File: src/rtl/gca_pkg.sv
// Shared definitions for the Gray-conversion arbiter: FSM state encoding and
// the requester-ID width helper.
package gca_pkg;

  typedef enum logic [1:0] {
    ST_IDLE = 2'd0,
    ST_CONV = 2'd1,
    ST_DONE = 2'd2
  } gca_state_e;

  // ID width for n requesters; never narrower than one bit
  function automatic int gca_idw(input int n);
    if (n < 2) begin
      return 1;
    end else begin
      return $clog2(n);
    end
  endfunction

endpackage

File: src/rtl/gca_rr_pick.sv
// Combinational requester pick: first set req_valid bit at or after rr_ptr,
// searched cyclically. Produces a one-hot grant, its index and an any-flag.
module gca_rr_pick
  import gca_pkg::*;
#(
  parameter int NREQ = 4,
  parameter int IDW  = 2
) (
  input  logic [NREQ-1:0] req_valid,
  input  logic [IDW-1:0]  rr_ptr,
  output logic [NREQ-1:0] grant,
  output logic [IDW-1:0]  idx,
  output logic            any
);

  logic [IDW-1:0] cand;

  // cyclic first-set search starting at rr_ptr
  always_comb begin
    grant = {NREQ{1'b0}};
    idx   = {IDW{1'b0}};
    any   = 1'b0;
    cand  = {IDW{1'b0}};
    for (int off = 0; off < NREQ; off++) begin
      cand = IDW'((int'(rr_ptr) + off) % NREQ);
      if (!any && req_valid[cand]) begin
        grant[cand] = 1'b1;
        idx         = cand;
        any         = 1'b1;
      end else begin
        any = any;
      end
    end
  end

endmodule

File: src/rtl/gray_conv_arbiter.sv
// Arbitrates NREQ requesters onto one bit-serial binary-to-Gray engine.
// Define GCA_FIXED_PRIO_EN for fixed lowest-index-wins priority (no rr_ptr).
module gray_conv_arbiter
  import gca_pkg::*;
#(
  parameter  int WIDTH = 4,
  parameter  int NREQ  = 4,
  localparam int IDW   = gca_idw(NREQ)
) (
  input  logic                  clk,
  input  logic                  rst_n,
  input  logic [NREQ-1:0]       req_valid,
  input  logic [NREQ*WIDTH-1:0] req_data,
  output logic [NREQ-1:0]       req_ready,
  output logic                  out_valid,
  output logic [WIDTH-1:0]      out_data,
  output logic [IDW-1:0]        out_id,
  input  logic                  out_ready,
  output logic                  busy
);

  localparam int NW = $clog2(WIDTH);

  gca_state_e       state_r;
  logic [WIDTH-1:0] opnd_r;
  logic [WIDTH-1:0] gry_r;
  logic [IDW-1:0]   id_r;
  logic [NW-1:0]    n_r;
  logic             out_valid_r;
  logic             busy_r;

  logic [NREQ-1:0]  pick_grant_s;
  logic [IDW-1:0]   pick_idx_s;
  logic             pick_any_s;
  logic [IDW-1:0]   pick_ptr_s;
  logic [WIDTH-1:0] sel_data_s;
  logic [WIDTH-1:0] gray_full_s;
  logic [NW-1:0]    k_s;
  logic             grant_ok_s;

`ifdef GCA_FIXED_PRIO_EN
  assign pick_ptr_s = {IDW{1'b0}};
`else
  logic [IDW-1:0] rr_ptr_r;

  // round-robin pointer moves just past each granted requester
  always_ff @(posedge clk or negedge rst_n) begin
    if (!rst_n) begin
      rr_ptr_r <= {IDW{1'b0}};
    end else if (grant_ok_s) begin
      if (pick_idx_s == IDW'(NREQ - 1)) begin
        rr_ptr_r <= {IDW{1'b0}};
      end else begin
        rr_ptr_r <= pick_idx_s + IDW'(1);
      end
    end else begin
      rr_ptr_r <= rr_ptr_r;
    end
  end

  assign pick_ptr_s = rr_ptr_r;
`endif

  gca_rr_pick #(
    .NREQ(NREQ),
    .IDW (IDW)
  ) u_pick (
    .req_valid(req_valid),
    .rr_ptr   (pick_ptr_s),
    .grant    (pick_grant_s),
    .idx      (pick_idx_s),
    .any      (pick_any_s)
  );

  // operand mux for the winning requester
  always_comb begin
    sel_data_s = {WIDTH{1'b0}};
    for (int i = 0; i < NREQ; i++) begin
      if (pick_idx_s == IDW'(i)) begin
        sel_data_s = req_data[i*WIDTH +: WIDTH];
      end else begin
        sel_data_s = sel_data_s;
      end
    end
  end

  // rst_n gating keeps req_ready low while reset is asserted
  assign grant_ok_s  = pick_any_s && (state_r == ST_IDLE) && rst_n;
  assign req_ready   = pick_grant_s & {NREQ{grant_ok_s}};

  // Gray bit k is opnd_ext[k+1]^opnd_ext[k]; the engine writes it MSB first
  assign gray_full_s = opnd_r ^ {1'b0, opnd_r[WIDTH-1:1]};
  assign k_s         = NW'(WIDTH - 1) - n_r;

  // main FSM with operand/result registers and bit counter
  always_ff @(posedge clk or negedge rst_n) begin
    if (!rst_n) begin
      state_r     <= ST_IDLE;
      opnd_r      <= {WIDTH{1'b0}};
      gry_r       <= {WIDTH{1'b0}};
      id_r        <= {IDW{1'b0}};
      n_r         <= {NW{1'b0}};
      out_valid_r <= 1'b0;
      busy_r      <= 1'b0;
    end else begin
      case (state_r)
        ST_IDLE: begin
          if (grant_ok_s) begin
            opnd_r  <= sel_data_s;
            id_r    <= pick_idx_s;
            gry_r   <= {WIDTH{1'b0}};
            n_r     <= {NW{1'b0}};
            busy_r  <= 1'b1;
            state_r <= ST_CONV;
          end else begin
            state_r <= ST_IDLE;
          end
        end
        ST_CONV: begin
          gry_r[k_s] <= gray_full_s[k_s];
          if (n_r == NW'(WIDTH - 1)) begin
            out_valid_r <= 1'b1;
            state_r     <= ST_DONE;
          end else begin
            n_r <= n_r + NW'(1);
          end
        end
        ST_DONE: begin
          if (out_ready) begin
            out_valid_r <= 1'b0;
            busy_r      <= 1'b0;
            state_r     <= ST_IDLE;
          end else begin
            state_r <= ST_DONE;
          end
        end
        default: begin
          out_valid_r <= 1'b0;
          busy_r      <= 1'b0;
          state_r     <= ST_IDLE;
        end
      endcase
    end
  end

  assign out_valid = out_valid_r;
  assign out_data  = gry_r;
  assign out_id    = id_r;
  assign busy      = busy_r;

endmodule

File: config.mk
export PLATFORM = sky130hd
export DESIGN_NAME = gray_conv_arbiter
export DESIGN_NICKNAME = d
export VERILOG_FILES = /design/src/rtl/gca_pkg.sv /design/src/rtl/gca_rr_pick.sv /design/src/rtl/gray_conv_arbiter.sv
export SDC_FILE = /design/constraint.sdc
export NUM_CORES = 1
export LEC_CHECK = 0
export ABC_AREA = 1
export BUFFER_PORTS_ARGS = -buffer_cell sky130_fd_sc_hd__buf_2
export CORE_ASPECT_RATIO = 0.6
export CORE_MARGIN = 5
export CORE_UTILIZATION = 49
export DETAILED_ROUTE_END_ITERATION = 10
export PLACE_DENSITY = 0.76
export SKIP_LAST_GASP = 1
export SYNTH_ARGS = -nofsm -noshare
export SYNTH_HDL_FRONTEND = slang
export SYNTH_SLANG_ARGS = --single-unit
File: constraint.sdc
create_clock -name clk -period 2.4 [get_ports clk]
set_input_delay 0.24 -clock clk [delete_from_list [all_inputs] [get_ports clk]]
set_output_delay 0.24 -clock clk [all_outputs]
set_load 0.02 [all_outputs]
; ---- Yosys cells after proc, flatten, opt, wreduce, memory -nomap -nowiden
; Index checks and enable logic that the tools add are counted.
[totals]
latchBits = 0
reg_bits = 18
out_inout_bits = 12
input_bits = 23
memories = 0
ramBits = 0
romBits = 0
wordCells = 114
[classes]
n_bitwise = 7
div_mod_pow = 0
mux = 52
n_mul = 0
reduce_logical = 21
eq_ne = 10
n_shift = 0
add_sub_neg = 6
magnitude_cmp = 10
[op_table]
columns = cell, n
row1 = 4-bit 2-to-1 mux, 9
row2 = 1-bit 2-to-1 mux, 18
row3 = 2-bit 2-to-1 mux, 9
row4 = 2-bit by 3-bit less-than comparator with 1-bit output (second input constant), 5
row5 = 4-bit OR, 3
row6 = 1-bit binary-select mux with 2-bit select, 5
row7 = 1-bit demux with 2-bit select, 5
row8 = 2-bit by 1-bit >= comparator with 1-bit output (second input constant), 5
row9 = 1-bit logical AND, 10
row10 = 3-bit AND reduction, 3
row11 = 2-bit equality test (second input constant), 4
row12 = 2-bit inequality test (second input constant), 4
row13 = 4-bit one-hot mux with 2 select lines, 1
row14 = 2-bit by 1-bit adder with 2-bit output (second input constant), 3
row15 = 1-bit one-hot mux with 3 select lines, 2
row16 = 2-bit one-hot mux with 3 select lines, 1
row17 = 2-bit adder (second input constant), 2
row18 = 4-bit bitwise AND, 1
row19 = 4-bit bitwise mux, 1
row20 = 2-bit by 1-bit equality test with 1-bit output (second input constant), 2
row21 = 2-bit zero test, 2
row22 = 2-bit one-hot mux with 2 select lines, 1
row23 = 2-bit AND reduction, 2
row24 = 4-bit by 3-bit bitwise XOR with 4-bit output, 1
row25 = 4 further kinds, 7

; ---- Depth between registers and ports, before layout
[depth]
word_depth = 17
depth_mapped = 20
ltp_nobuf = 19

; ---- Cells and area by module
; Synthesis repeated with hierarchy kept, for this count alone.
[unflattened]
hier_cells = 220
area_unflattened_um2 = 1540.2
[by_module_without_submodules]
columns = mod, instances, cells_each, area_each_um2
row1 = gray_conv_arbiter, 1, 146, 1099.8
row2 = gca_rr_pick, 1, 74, 440.4

; ---- Least setup slack after synthesis
; No wires, ideal clock.
[synth_path]
path_type = flip-flop to flip-flop
start = reg rr_ptr_r[0], in the netlist pick_ptr_s[0]
end = reg opnd_r[1]
required_time_ns = 2.326
synth_period_minus_slack_ns = 2.521
path_slack_ns = -0.121
arrival_time_ns = 2.447
path_stages_with_launch = 20
cell_sequence = dfrtp_1 buf_6 inv_6 ha_1 inv_1 nand3_1 nand2_2 nand2_2 nor2_2 nand2_1 nand3_2 inv_1 ha_1 inv_1 nand3_1 nand2_1 o21ai_0 o21ai_0 nand2_1 o21ai_2
[synth_between]
elab_chain_cells = 17
word_cells_on_any_way = 36
classes_between = add/sub: 3 / eq/ne: 3 / mux: 20 / reduce/logical: 10
[synth_lines]
columns = item, line
row1 = start: declaration, gray_conv_arbiter.sv:44  ; logic [IDW-1:0] rr_ptr_r;
row2 = start signal: assignment, gray_conv_arbiter.sv:49  ; rr_ptr_r <= {IDW{1'b0}};
row3 = start signal: assignment, gray_conv_arbiter.sv:52  ; rr_ptr_r <= {IDW{1'b0}};
row4 = start signal: assignment, gray_conv_arbiter.sv:54  ; rr_ptr_r <= pick_idx_s + IDW'(1);
row5 = "parallel branches: the longest is 11 deep, another holds 2-bit by 1-bit adder with 2-bit output", n/a
row6 = 2-bit 2-to-1 mux (*), gca_rr_pick.sv:26  ; if (!any && req_valid[cand]) begin
row7 = named net pick_idx_s[1], gray_conv_arbiter.sv:33  ; logic [IDW-1:0] pick_idx_s;
row8 = 2-bit zero test, gray_conv_arbiter.sv:79  ; if (pick_idx_s == IDW'(i)) begin
row9 = 4-bit 2-to-1 mux (3 in series), gray_conv_arbiter.sv:79
row10 = 4-bit 2-to-1 mux (*), gray_conv_arbiter.sv:79
row11 = end signal: assignment, gray_conv_arbiter.sv:99  ; opnd_r <= {WIDTH{1'b0}};
row12 = end signal: assignment, gray_conv_arbiter.sv:109  ; opnd_r <= sel_data_s;
row13 = end: declaration, gray_conv_arbiter.sv:25  ; logic [WIDTH-1:0] opnd_r;
; Mark *: on every way through the listed nets, which the timed path passes. The select of a mux whose other input is x is not followed.
; A chain may end at the register's enable or synchronous reset.

; ---- Worst setup path in the final report
[layout_path]
start = reg rr_ptr_r[0], in the netlist pick_ptr_s[0]
end = out req_ready[1]
[layout_between]
elab_chain_cells = 15
word_cells_on_any_way = 51
classes_between = add/sub: 3 / order compare: 8 / mux: 24 / bitwise: 4 / reduce/logical: 12
[layout_lines]
columns = item, line
row1 = "parallel branches: the longest is 14 deep, another holds 2-bit by 3-bit less-than comparator with 1-bit output", n/a
row2 = 4-bit bitwise AND (*), gray_conv_arbiter.sv:89  ; assign req_ready = pick_grant_s & {NREQ{grant_ok_s}};
row3 = end: declaration, gray_conv_arbiter.sv:14  ; output logic [NREQ-1:0] req_ready,
; Mark *: on every way between the ends. The select of a mux whose other input is x is not followed.

==> results.sh <==
export IMPL_syn2layout_area_growth_pct=26.6
export IMPL_leakagePower_nw=1.08
export IMPL_worstPathArrival_ps=1990
export IMPL_wire_per_inst_um=12.4
export IMPL_hold_depth=4
export IMPL_root_buffer="clkbuf_8"
export IMPL_yosys_top_cells_count="66 x nand2_1, 24 x inv_1, 24 x nand3_1"
export IMPL_synth_edf_count=0
export IMPL_crit_fanout=5
export IMPL_synth_main_ff_cell="dfrtp_1"
export IMPL_postLayoutCoreUtil_pct=66.8
export IMPL_worstHoldStart="out_ready"
export IMPL_synth_compound_area_share_pct=12.4
export IMPL_routed_wirelength_um=3760
export IMPL_design_core_area_mm2=0.00297
export IMPL_vias_per_cell=4.94
export IMPL_ys_ff_latch=18
export IMPL_slowest_delay_ps=440
export IMPL_max_slew_worst_pin_slew_ps=266
export IMPL_p_switching_w=0.00172
export IMPL_grt_pass1_vias=1393
export IMPL_worstSkewPairLatency_ps=260
export IMPL_cts_max_level=1
export IMPL_r2r_start="pick_ptr_s[0]"
export IMPL_drcViolationCount=0
export IMPL_final_max_slew_viol_count=0
export IMPL_hold_class="primary input to flip-flop"
export IMPL_yosysWarningCount=0
export IMPL_slew_headroom_pct=82.3
export IMPL_maxCapViolCount=0
export IMPL_synth_xor_area_share_pct=0
export IMPL_post_place_ws_ps=-19.2
export IMPL_r2r_slack_ps=170
export IMPL_finalPower_w=0.00326
export IMPL_syn_area_mm2=0.00157
export IMPL_synth_distinct_cells=26
export IMPL_antenna_found_initial=0
export IMPL_synthCells=214
export IMPL_synth_top_area_share_pct=28.8
export IMPL_grt_pass1_wl_um=6440
export IMPL_cts_tree="yes"
export IMPL_reg2regPathDepth=18
export IMPL_yosysTopAreaCell="dfrtp_1"
export IMPL_synth_top_family_by_area="simple AND/OR/NAND/NOR gates"
export IMPL_synth_most_common_cell="nand2_1"
export IMPL_syn_nets=253
export IMPL_switching_share_pct=52.7
export IMPL_ioPinCount=35
export IMPL_vias=1501
export IMPL_diodes=0
export IMPL_die_h_um=53.8
export IMPL_ys_async_sr_fraction_pct=100
export IMPL_clk_path_buf_depth=2
export IMPL_status="finished clean"
export IMPL_crit_chain="inv_6 > ha_4 > inv_2 > nand3_2 > nand2_4 > nor2_4 > buf_4 > a22oi_1 > nand3_1 > nand2_1 > inv_1 > buf_2"
export IMPL_io_buffer_count=34
export IMPL_gr_usage_all_layers_pct=18.3
export IMPL_finalClockSkew_ps=2.21
export IMPL_end_kind="primary output"
export IMPL_cp_start_kind="flip-flop"
export IMPL_clock_sinks=18
export IMPL_grt_max_degree=20
export IMPL_muxShareOfSynthArea_pct=0
export IMPL_fp_dieW_um=83.0
export IMPL_timing_hold_violations_final=0
export IMPL_p_comb_share_pct=76.2
export IMPL_fin_crit_sh_pct=93.1
export IMPL_drive_gt1_share_pct=34.0
export IMPL_synthAdderAreaFrac_pct=12.8
export IMPL_ant_nets=0
export IMPL_overflow=0
export IMPL_min_delay_worst_endpoint="state_r[1]"
export IMPL_fin_crit_ps=2230
export IMPL_initial_core_util_pct=52.8
export IMPL_yosys_area_share_simple_pct=36.0
export IMPL_cts_made_buffers=3
export IMPL_drtIter0Drc=71
export IMPL_slowest_stage="dfrtp_2"
export IMPL_cellPowerDensity_mw_per_mm2=1650
export IMPL_crit_type="flip-flop to primary output"
export IMPL_worst_slack_ps=167
export IMPL_nets=302
export IMPL_dr_pass1_iters=4
export IMPL_p_seq_share_pct=16.2
export IMPL_clkSlewWorstSetupHoldPaths_ps=70
export IMPL_rows=15
export IMPL_seq_area_frac_synth_pct=28.8
export IMPL_peakVddDrop_uv=905
export IMPL_r2r_end="opnd_r[2]"
export IMPL_clockPowerShare_pct=7.6
export IMPL_die_area_mm2=0.00446
export IMPL_place_hpwl_um=2950
export IMPL_gp_congestion=0.815
export IMPL_avgSynthCellArea_um2=7.31
export IMPL_setup_viol=0
export IMPL_fmax_mhz=448
export IMPL_p_int_w=0.00154
export IMPL_worstPathRequired_ps=2160
export IMPL_yosys_top_cells_area="dfrtp_1 29%, nand2_1 16%, ha_1 13%, nand3_1 7.7%, inv_1 5.8%"
-- flip-flops by register name (all words and copies together), names as in the netlist --
signal      flops
pick_ptr_s      2
out_valid       1
opnd_r          4
busy            1
out_data        4
state_r         2
n_r             2
out_id          2
-- how the worst max path moves through the flow --
stage                        startpoint      endpoint  cells after the start  slack [ps]
after floorplan           pick_ptr_s[0]     opnd_r[1]                     19          30
after detailed placement  pick_ptr_s[0]     opnd_r[2]                     18         -20
final                     pick_ptr_s[0]  req_ready[1]                     12         170
after global routing      pick_ptr_s[0]     opnd_r[1]                     18         -10
after global placement    pick_ptr_s[0]     opnd_r[2]                     16          80
after CTS                 pick_ptr_s[0]     opnd_r[2]                     18         0.1
-- critical path, delay by kind of cell (launching register included) --
family	cells	cell delay [ps]
AOI/OAI and AO/OA	1	160
buffers and inverters	5	480
and+or+nand+nor	5	430
adders and majority gates	1	220
DFF	1	440
-- placed cells by master, fill, tap and decap left out, drive strengths merged --
master       count
nor3             1
or2              1
nand3           28
nor2             6
a22oi            4
dlygate4sd3      1
a21boi           1
nand4            2
dfrtp           18
clkbuf           4
inv             27
o21ai           21
ha              16
a21oi            8
buf             47
nand2           77
-- repair_timing --
item	4_1_cts	5_1_grt
pin swaps	1	4
gates resized for setup	1	15
setup endpoints to repair	1	7
hold buffers	1	0
hold endpoints to repair	18	0
cloned	0	0
buffers inserted	0	3
-- power by group through the flow --
stage	Combinational, W	Sequential, W	Clock [W]
after global routing	0.00278	0.000550	0.000271
after floorplan	0.00167	0.000585	0
after CTS	0.00226	0.000524	0.000255
after global placement	0.00222	0.000529	0
after detailed placement	0.00224	0.000529	0
final	0.00249	0.000528	0.000250
-- per-stage QoR --
stage	instances	hold slack, ps	TNS, ps	instance area (µm²)
after floorplan	214	-55.6	0	1600
after global placement	296	274	0	1850
after detailed placement	296	270	-19.2	1850
after CTS	301	243	0	1920
after global routing	304	286	-20.3	1980
final	304	244	0	1980
-- kinds of logic after synthesis --
| family | after synthesis |
|---|---|
| AOI/OAI and AO/OA | 34 |
| adders and majority gates | 16 |
| buffers and inverters | 31 |
| DFF | 18 |
| and+or+nand+nor | 115 |
-- layout make-up --
| cell class | count | area [µm²] |
|---|---|---|
| Fill cell | 269 | 983 |
| Multi-Input combinational cell | 165 | 1020 |
| Timing Repair Buffer | 48 | 285 |
| Inverter | 27 | 114 |
| Sequential cell | 18 | 452 |
| Tap cell | 42 | 52.6 |
| Clock buffer | 4 | 55.1 |
-- routing by layer --
layer	track usage [%]	part of all wire, %	vias to the layer above
met5	0	0	-
met4	6.52	1.2	0
met3	4.43	7.6	5
met2	24.5	36	46
met1	27.9	55	657
li1	-	-	793
Power figures use the tool's default switching activity.
